--- src/rtl/carpark_pkg.sv ---
// Shared car park constants and the exit-lane state encoding.
// The entry gate controller uses the same constants.
package carpark_pkg;

  localparam int CARPARK_CAPACITY = 12;
  localparam int CARPARK_CNT_W    = 4;
  localparam int EXIT_TIMEOUT     = 15;

  typedef enum logic [1:0] {
    X_IDLE = 2'd0,
    X_OPEN = 2'd1,
    X_PASS = 2'd2
  } exit_state_t;

endpackage

--- src/rtl/occupancy_counter.sv ---
// Live car count with full/empty flags and the rejected-entry pulse.
// The inc input carries the raw admit request. The counter itself masks
// the request while the lot is full, so fullness is always judged on the
// count as it stood before this cycle's update.
module occupancy_counter
  import carpark_pkg::*;
#(
  parameter int CAPACITY = CARPARK_CAPACITY,
  parameter int CNT_W    = CARPARK_CNT_W
) (
  input  logic             clk,
  input  logic             reset,
  input  logic             inc,
  input  logic             dec,
  output logic [CNT_W-1:0] count,
  output logic             full,
  output logic             empty,
  output logic             entry_error
);

  // Saturating count update. A simultaneous inc and dec cancel out.
  function automatic logic [CNT_W-1:0] sat_update(input logic [CNT_W-1:0] cnt,
                                                  input logic             up,
                                                  input logic             dn);
    logic [CNT_W-1:0] res;
    res = cnt;
    if (up && !dn && (cnt != CNT_W'(CAPACITY)))
      res = cnt + CNT_W'(1);
    else if (dn && !up && (cnt != '0))
      res = cnt - CNT_W'(1);
    return res;
  endfunction

  logic inc_ok;

  assign inc_ok = inc & ~full;
  assign full   = (count == CNT_W'(CAPACITY));
  assign empty  = (count == '0);

  // Count register and registered entry-error pulse.
  always_ff @(posedge clk or posedge reset) begin
    if (reset) begin
      count       <= '0;
      entry_error <= 1'b0;
    end else begin
      count       <= sat_update(count, inc_ok, dec);
      entry_error <= inc & full;
    end
  end

endmodule

--- src/rtl/carpark_occupancy.sv ---
// Occupancy and exit-lane stage: exit barrier FSM with a sensor timeout,
// plus the live count that feeds entry_allow back to the entry gate.
module carpark_occupancy
  import carpark_pkg::*;
#(
  parameter int CAPACITY = CARPARK_CAPACITY,
  parameter int CNT_W    = CARPARK_CNT_W,
  parameter int TIMEOUT  = EXIT_TIMEOUT
) (
  input  logic             clk,
  input  logic             reset,
  input  logic             entry_pulse,
  input  logic             exit_fsensor,
  input  logic             exit_bsensor,
  output logic [CNT_W-1:0] occupancy,
  output logic             lot_full,
  output logic             lot_empty,
  output logic             entry_allow,
  output logic             exit_gate_open,
  output logic             entry_error,
  output logic             exit_error
);

  localparam int TW = $clog2(TIMEOUT + 1);

  exit_state_t   state_q, state_d;
  logic [TW-1:0] tcnt_q, tcnt_d;
  logic          xerr_d;
  logic          dec;

  occupancy_counter #(
    .CAPACITY (CAPACITY),
    .CNT_W    (CNT_W)
  ) u_counter (
    .clk         (clk),
    .reset       (reset),
    .inc         (entry_pulse),
    .dec         (dec),
    .count       (occupancy),
    .full        (lot_full),
    .empty       (lot_empty),
    .entry_error (entry_error)
  );

  assign entry_allow    = ~lot_full;
  assign exit_gate_open = (state_q == X_OPEN) || (state_q == X_PASS);

  // Exit FSM next state, timeout count, error request and decrement strobe.
  always_comb begin
    state_d = state_q;
    tcnt_d  = tcnt_q;
    xerr_d  = 1'b0;
    dec     = 1'b0;
    case (state_q)
      X_IDLE: begin
        if (exit_fsensor) begin
          if (!lot_empty) begin
            state_d = X_OPEN;
            tcnt_d  = '0;
          end else begin
            xerr_d = 1'b1;
          end
        end
      end
      X_OPEN: begin
        if (exit_bsensor) begin
          state_d = X_PASS;
        end else begin
          tcnt_d = tcnt_q + TW'(1);
          if (tcnt_q == TW'(TIMEOUT - 1)) begin
            state_d = X_IDLE;
            xerr_d  = 1'b1;
          end
        end
      end
      X_PASS: begin
        if (!exit_bsensor && !exit_fsensor) begin
          state_d = X_IDLE;
          dec     = 1'b1;
        end
      end
      default: state_d = X_IDLE;
    endcase
  end

  // Exit FSM state, timeout counter and registered exit-error pulse.
  always_ff @(posedge clk or posedge reset) begin
    if (reset) begin
      state_q    <= X_IDLE;
      tcnt_q     <= '0;
      exit_error <= 1'b0;
    end else begin
      state_q    <= state_d;
      tcnt_q     <= tcnt_d;
      exit_error <= xerr_d;
    end
  end

endmodule

--- config.mk ---
export PLATFORM = sky130hd
export DESIGN_NAME = carpark_occupancy
export DESIGN_NICKNAME = d
export VERILOG_FILES = /design/src/rtl/carpark_pkg.sv /design/src/rtl/occupancy_counter.sv /design/src/rtl/carpark_occupancy.sv
export SDC_FILE = /design/constraint.sdc
export NUM_CORES = 1
export LEC_CHECK = 0
export CORE_UTILIZATION = 40
export CTS_BUF_LIST = sky130_fd_sc_hd__clkbuf_8 sky130_fd_sc_hd__clkbuf_16
export CTS_CLUSTER_DIAMETER = 200
export DETAILED_ROUTE_END_ITERATION = 10
export PLACE_DENSITY = 0.68
export SETUP_SLACK_MARGIN = 0.02
export SLEW_MARGIN = 10
export SYNTH_ARGS = -nofsm -noshare
export SYNTH_HDL_FRONTEND = slang
export SYNTH_SLANG_ARGS = --single-unit
--- constraint.sdc ---
create_clock -name clk -period 6.5 [get_ports clk]
set_input_delay 0.65 -clock clk [delete_from_list [all_inputs] [get_ports clk]]
set_output_delay 0.65 -clock clk [all_outputs]
set_load 0.05 [all_outputs]
# Yosys cells after proc, flatten, opt, wreduce, memory -nomap -nowiden
# Index checks and enable logic that the tools add are counted.
[totals]
ff_bits = 12
inputBits = 5
output_inout_bits = 10
word_cells = 57
[classes]
n_addsub = 3
eq_ne = 10
muxes = 19
bitwise_logic = 3
reduce_logical = 17
[ops]
columns = ["operator", "count"]
rows = [
  ["4-bit 2-to-1 mux", 5],
  ["2-bit 2-to-1 mux", 5],
  ["4-bit by 1-bit adder with 4-bit output (second input constant)", 2],
  ["4-bit == test (second input constant)", 2],
  ["4-bit one-hot mux with 2 select lines", 1],
  ["4-bit AND reduction", 2],
  ["1-bit 2-to-1 mux", 6],
  ["2-bit != test (second input constant)", 3],
  ["2-bit one-hot mux with 3 select lines", 1],
  ["1-bit logical AND", 5],
  ["1-bit zero test", 4],
  ["4-bit zero test", 1],
  ["4-bit != test (second input constant)", 1],
  ["2-bit nonzero test", 2],
  ["4-bit nonzero test", 1],
  ["4-bit by 1-bit subtractor with 4-bit output (second input constant)", 1],
  ["3-bit by 2-bit != test with 1-bit output (second input constant)", 1],
  ["1-bit AND", 2],
  ["2-bit by 1-bit == test with 1-bit output (second input constant)", 1],
  ["2-bit == test (second input constant)", 1],
  ["2-bit zero test", 1],
  ["2-bit by 1-bit != test with 1-bit output (second input constant)", 1],
  ["1-bit one-hot mux with 2 select lines", 1],
  ["1-bit logical OR", 1],
  ["1-bit NOT", 1],
]

# Longest topological paths before layout
[depth]
word_depth = 8
depth_mapped = 10
ltp_nobuf = 10

# Modules after synthesis
# From an unflattened synthesis, not the netlist that was laid out.
[unflattened]
hier_cells = 96
area_unflattened_um2 = 879.6
[modules_own_cells]
columns = ["module", "instances", "cells_per_inst", "area_each_um2", "seq_area_each_um2"]
rows = [
  ["carpark_occupancy", 1, 52, 488.0, 175.2],
  ["occupancy_counter", 1, 44, 391.6, 125.1],
]

# Worst setup path after synthesis
# Ideal clock, no wire load.
[synth_timing]
path_kind = "flip-flop to flip-flop"
from = "reg u_counter.count[1]"
to = "reg u_counter.count[1]"
setup_ns = 0.125
t_arrival_ns = 3.072
required_ns = 6.375
path_slack_ns = 3.303
path_stages_with_launch = 5
n_path_buf = 0
synth_period_minus_slack_ns = 3.197
cell_sequence = "dfrtp_1 nor4_1 a211oi_2 nor2_2 mux2_4"
[synth_between]
elab_chain_len = 7
elab_cells_between_ends = 15
classes_between = "add/sub (2); eq/ne (2); mux (2); bitwise (2); reduce/logical (7)"
[synth_rtl]
columns = ["item", "line", "source"]
rows = [
  ["from (decl)", "occupancy_counter.sv:15", "output logic [CNT_W-1:0] count,"],
  ["from (signal assigned)", "occupancy_counter.sv:46", "count <= sat_update(count, inc_ok, dec);"],
  ["parallel branches: the longest is 7 deep, another holds 4-bit by 1-bit subtractor with 4-bit output", "-", ""],
]
# Parallel ways; which one is timed is not known. The select of a mux whose other input is x is not followed.
# A chain may end at the register's enable or synchronous reset.

# Final worst setup path
[layout_timing]
from = "reg u_counter.count[1]"
to = "out lot_empty"
[layout_between]
elab_chain_len = 1
[layout_rtl]
columns = ["item", "line", "source"]
rows = [
  ["4-bit zero test", "occupancy_counter.sv:38", "assign empty = (count == '0);"],
  ["to (decl)", "carpark_occupancy.sv:17", "output logic lot_empty,"],
]
# No other way between the ends.

==> metrics <==
status=finished, final reports clean; row cnt=15; Detailed Routing Iterations Pass 1=4; Setup TNS=0 ns; number of flops mapped to enable cells by yosys=0; via density per instance=between 5 and 6; Syn. warnings=0; via count=600; top_reg_cell synth=dfrtp_1; FF+latch count, synth=12; PwrDens=524 mW/mm^2; first-pass GRT wire length=~2.4 mm; Total Wirelength=1.45 mm; Die ar.=0.00212 sq mm; Max IR drop VDD=351 uV; Final Max Tran Viols=0; clock skew=0.00344 ns; Final setup viols=0; vias in the first global route=roughly 600; Clock transition at path regs=around 0.060 ns; Slowest cell on crit path=clkdlybuf4s50_1; post-synthesis sequential area ratio=0.388; placed instance count=110; Clock Latency Late Sink=0.24 ns; Die W=around 46 microns; Root Buffer Master=clkbuf_8; top-area cell type share of the netlist area=0.388; worst slew pin tran=roughly 0.56 ns; crit path kind=flip-flop to output pin; layout cells sized above 1=0.101; CP bufs+invs=1; DRC=0; leakage=between 0.4 and 0.5 nW; CP Cell Sequence=nor4_1 > clkdlybuf4s50_1; wire per inst=12.7 microns; Die H=between 40 and 50 microns; CTS tree=built; Max FO, Critical Path=7; kind of cell adding the most delay to the critical path=buffers and inverters; RSZ-0062 raised after global routing=no; crit path time final=2.82 ns; max_cap viols=0; Cells after Synth=73; Critical Path AT=approximately 2.2 ns; area leader, netlist=dfrtp_1; CP peak stage delay=a little over 0.9 ns; final instance area=around 990 sq um; H-tree levels=1; post-synth cell types=35; Worst Path Required=slightly below 6 ns; post-cts sizing count=0; synthesized area=around 770 sq um; Finished Layout Cells=114; post-route ant nets=0; worst hold path class=flip-flop to flip-flop; Post-CTS Hold Buffers=0; Clock Path Buffers=2; Placed Area=just over 900 sq um; CTS Buf Count=3; GRT Overall Usage=0.169; CP Launch Type=flip-flop; area grow syn2layout=27.3%; gr ovfl total=0; fmax=between 0.3 and 0.4 GHz; fin crit share=0.433; core area=~0.0018 sq mm; syn_area_per_cell=~11 sq um; final hold viol count=0; Worst setup EP type=output pin; port buffer count=14; boundary pin count=15; Post-DP HPWL=1.09 mm; ys async rst share=1.00; largest net degree at the start of global routing=13; DRT iter0 DRCs=10; Filler cells=179; Synth Net Count=86; Slew headroom=0.624; ranking of synthesized cells by area=dfrtp_1, ha_1, nand3_1; initial antenna violation count=0; Total Power=between 500 and 600 uW; Post-CTS Setup Bufs=0; gpl congestion=just over 0.7; final antenna diode count=0; initial core utilization=0.439; nets=about 100; Sink Count=12
cell families after synthesis:
kind of cell             Yosys count  synth area share
AND/OR/NAND/NOR                   27             0.212
flip-flops                        12             0.388
AO/OA/AOI/OAI                     11             0.113
buffers and inverters              8            0.0485
adder cells (fa/ha/maj)            8             0.139
multiplexers                       4            0.0662
XOR/XNOR                           3            0.0339
power breakdown:
part / switching, mW / leakage [nW] / internal [mW] / total, mW
Clock: 0.0286 / 0.0288 / 0.0536 / 0.0822
Sequential: 0.0383 / 0.154 / 0.102 / 0.140
Combinational: 0.172 / 0.262 / 0.122 / 0.294
Total: 0.239 / 0.445 / 0.278 / 0.517
per-layer routing:
metal  part of all wire  vias to the layer above  global-route usage  wire (microns)
met2               0.46                       11               0.276             674
met3              0.035                        4              0.0754              51
met5                  0                        -                   0               0
li1                   -                      299                   -               -
met4              0.012                        0              0.0529              17
met1               0.49                      286               0.197             707
cell usage after synthesis, drive strengths merged (2+ instances only):
cell type	n
or4b	2
nand2b	2
inv	6
ha	7
a21o	2
xnor2	2
and2	2
nand2	5
dfrtp	12
nor2	2
mux2	3
nand3	7
flip-flops by register name (all words and copies together) (netlist names):
name / cells
tcnt_q: 4
u_counter.count: 4
state_q: 2
exit_error: 1
u_counter.entry_error: 1
worst register-to-register path: cells and delay by family (launching register included):
family	cells	cell delay (ns)
AO/OA/AOI/OAI	2	0.34
XOR/XNOR	1	0.13
adder cells (fa/ha/maj)	2	0.44
buffers and inverters	2	0.21
flip-flops	1	0.39
multiplexers	1	0.23
AND/OR/NAND/NOR	2	0.61
through the flow:
step                hold WS [ns]   util  setup slack, ns
floorplan                  0.483      -             3.30
global placement           0.506  0.528             3.53
detailed placement         0.520  0.528             3.52
CTS                        0.533  0.559             3.67
global route               0.570  0.559             3.55
finish                     0.530  0.559             3.68
path summary, 6_finish.rpt:
path	start	end	slack, ns	cells after the start
max reg2reg	state_q[0]$_DFFE_PP0P_	u_counter.count[3]$_DFFE_PP0P_	4.07	10
max in group asynchronous	reset	u_counter.count[1]$_DFFE_PP0P_	5.43	2
min	state_q[0]$_DFFE_PP0P_	state_q[0]$_DFFE_PP0P_	0.53	1
max	u_counter.count[1]$_DFFE_PP0P_	lot_empty	3.68	2
min reg2reg	state_q[0]$_DFFE_PP0P_	state_q[0]$_DFFE_PP0P_	0.53	1
min in group asynchronous	reset	tcnt_q[1]$_DFFE_PP0P_	0.74	2
placed cells by master (no fill, tap or decap), types with 2 or more instances in the layout:
| cell type | synthesis | final |
|---|---|---|
| a21o_1 | 2 | 2 |
| and2_1 | 2 | 2 |
| inv_1 | 6 | 6 |
| clkbuf_8 | 0 | 4 |
| nand2b_1 | 2 | 2 |
| clkdlybuf4s50_1 | 0 | 14 |
| ha_1 | 7 | 7 |
| nand2_1 | 5 | 5 |
| nand3_1 | 7 | 7 |
| or4b_1 | 2 | 2 |
| mux2_4 | 2 | 2 |
| dfrtp_1 | 12 | 12 |
| xnor2_1 | 2 | 2 |
final cells by class:
type	instances	area, sq um	share of cell area
Multi-Input combinational cell	53	437	0.443
Sequential cell	12	300	0.305
Timing Repair Buffer	14	140	0.142
Clock buffer	4	55.1	0.0558
Tap cell	25	31.3	0.0317
Inverter	6	22.5	0.0228
No activity file was read; power rests on OpenSTA's default activity.
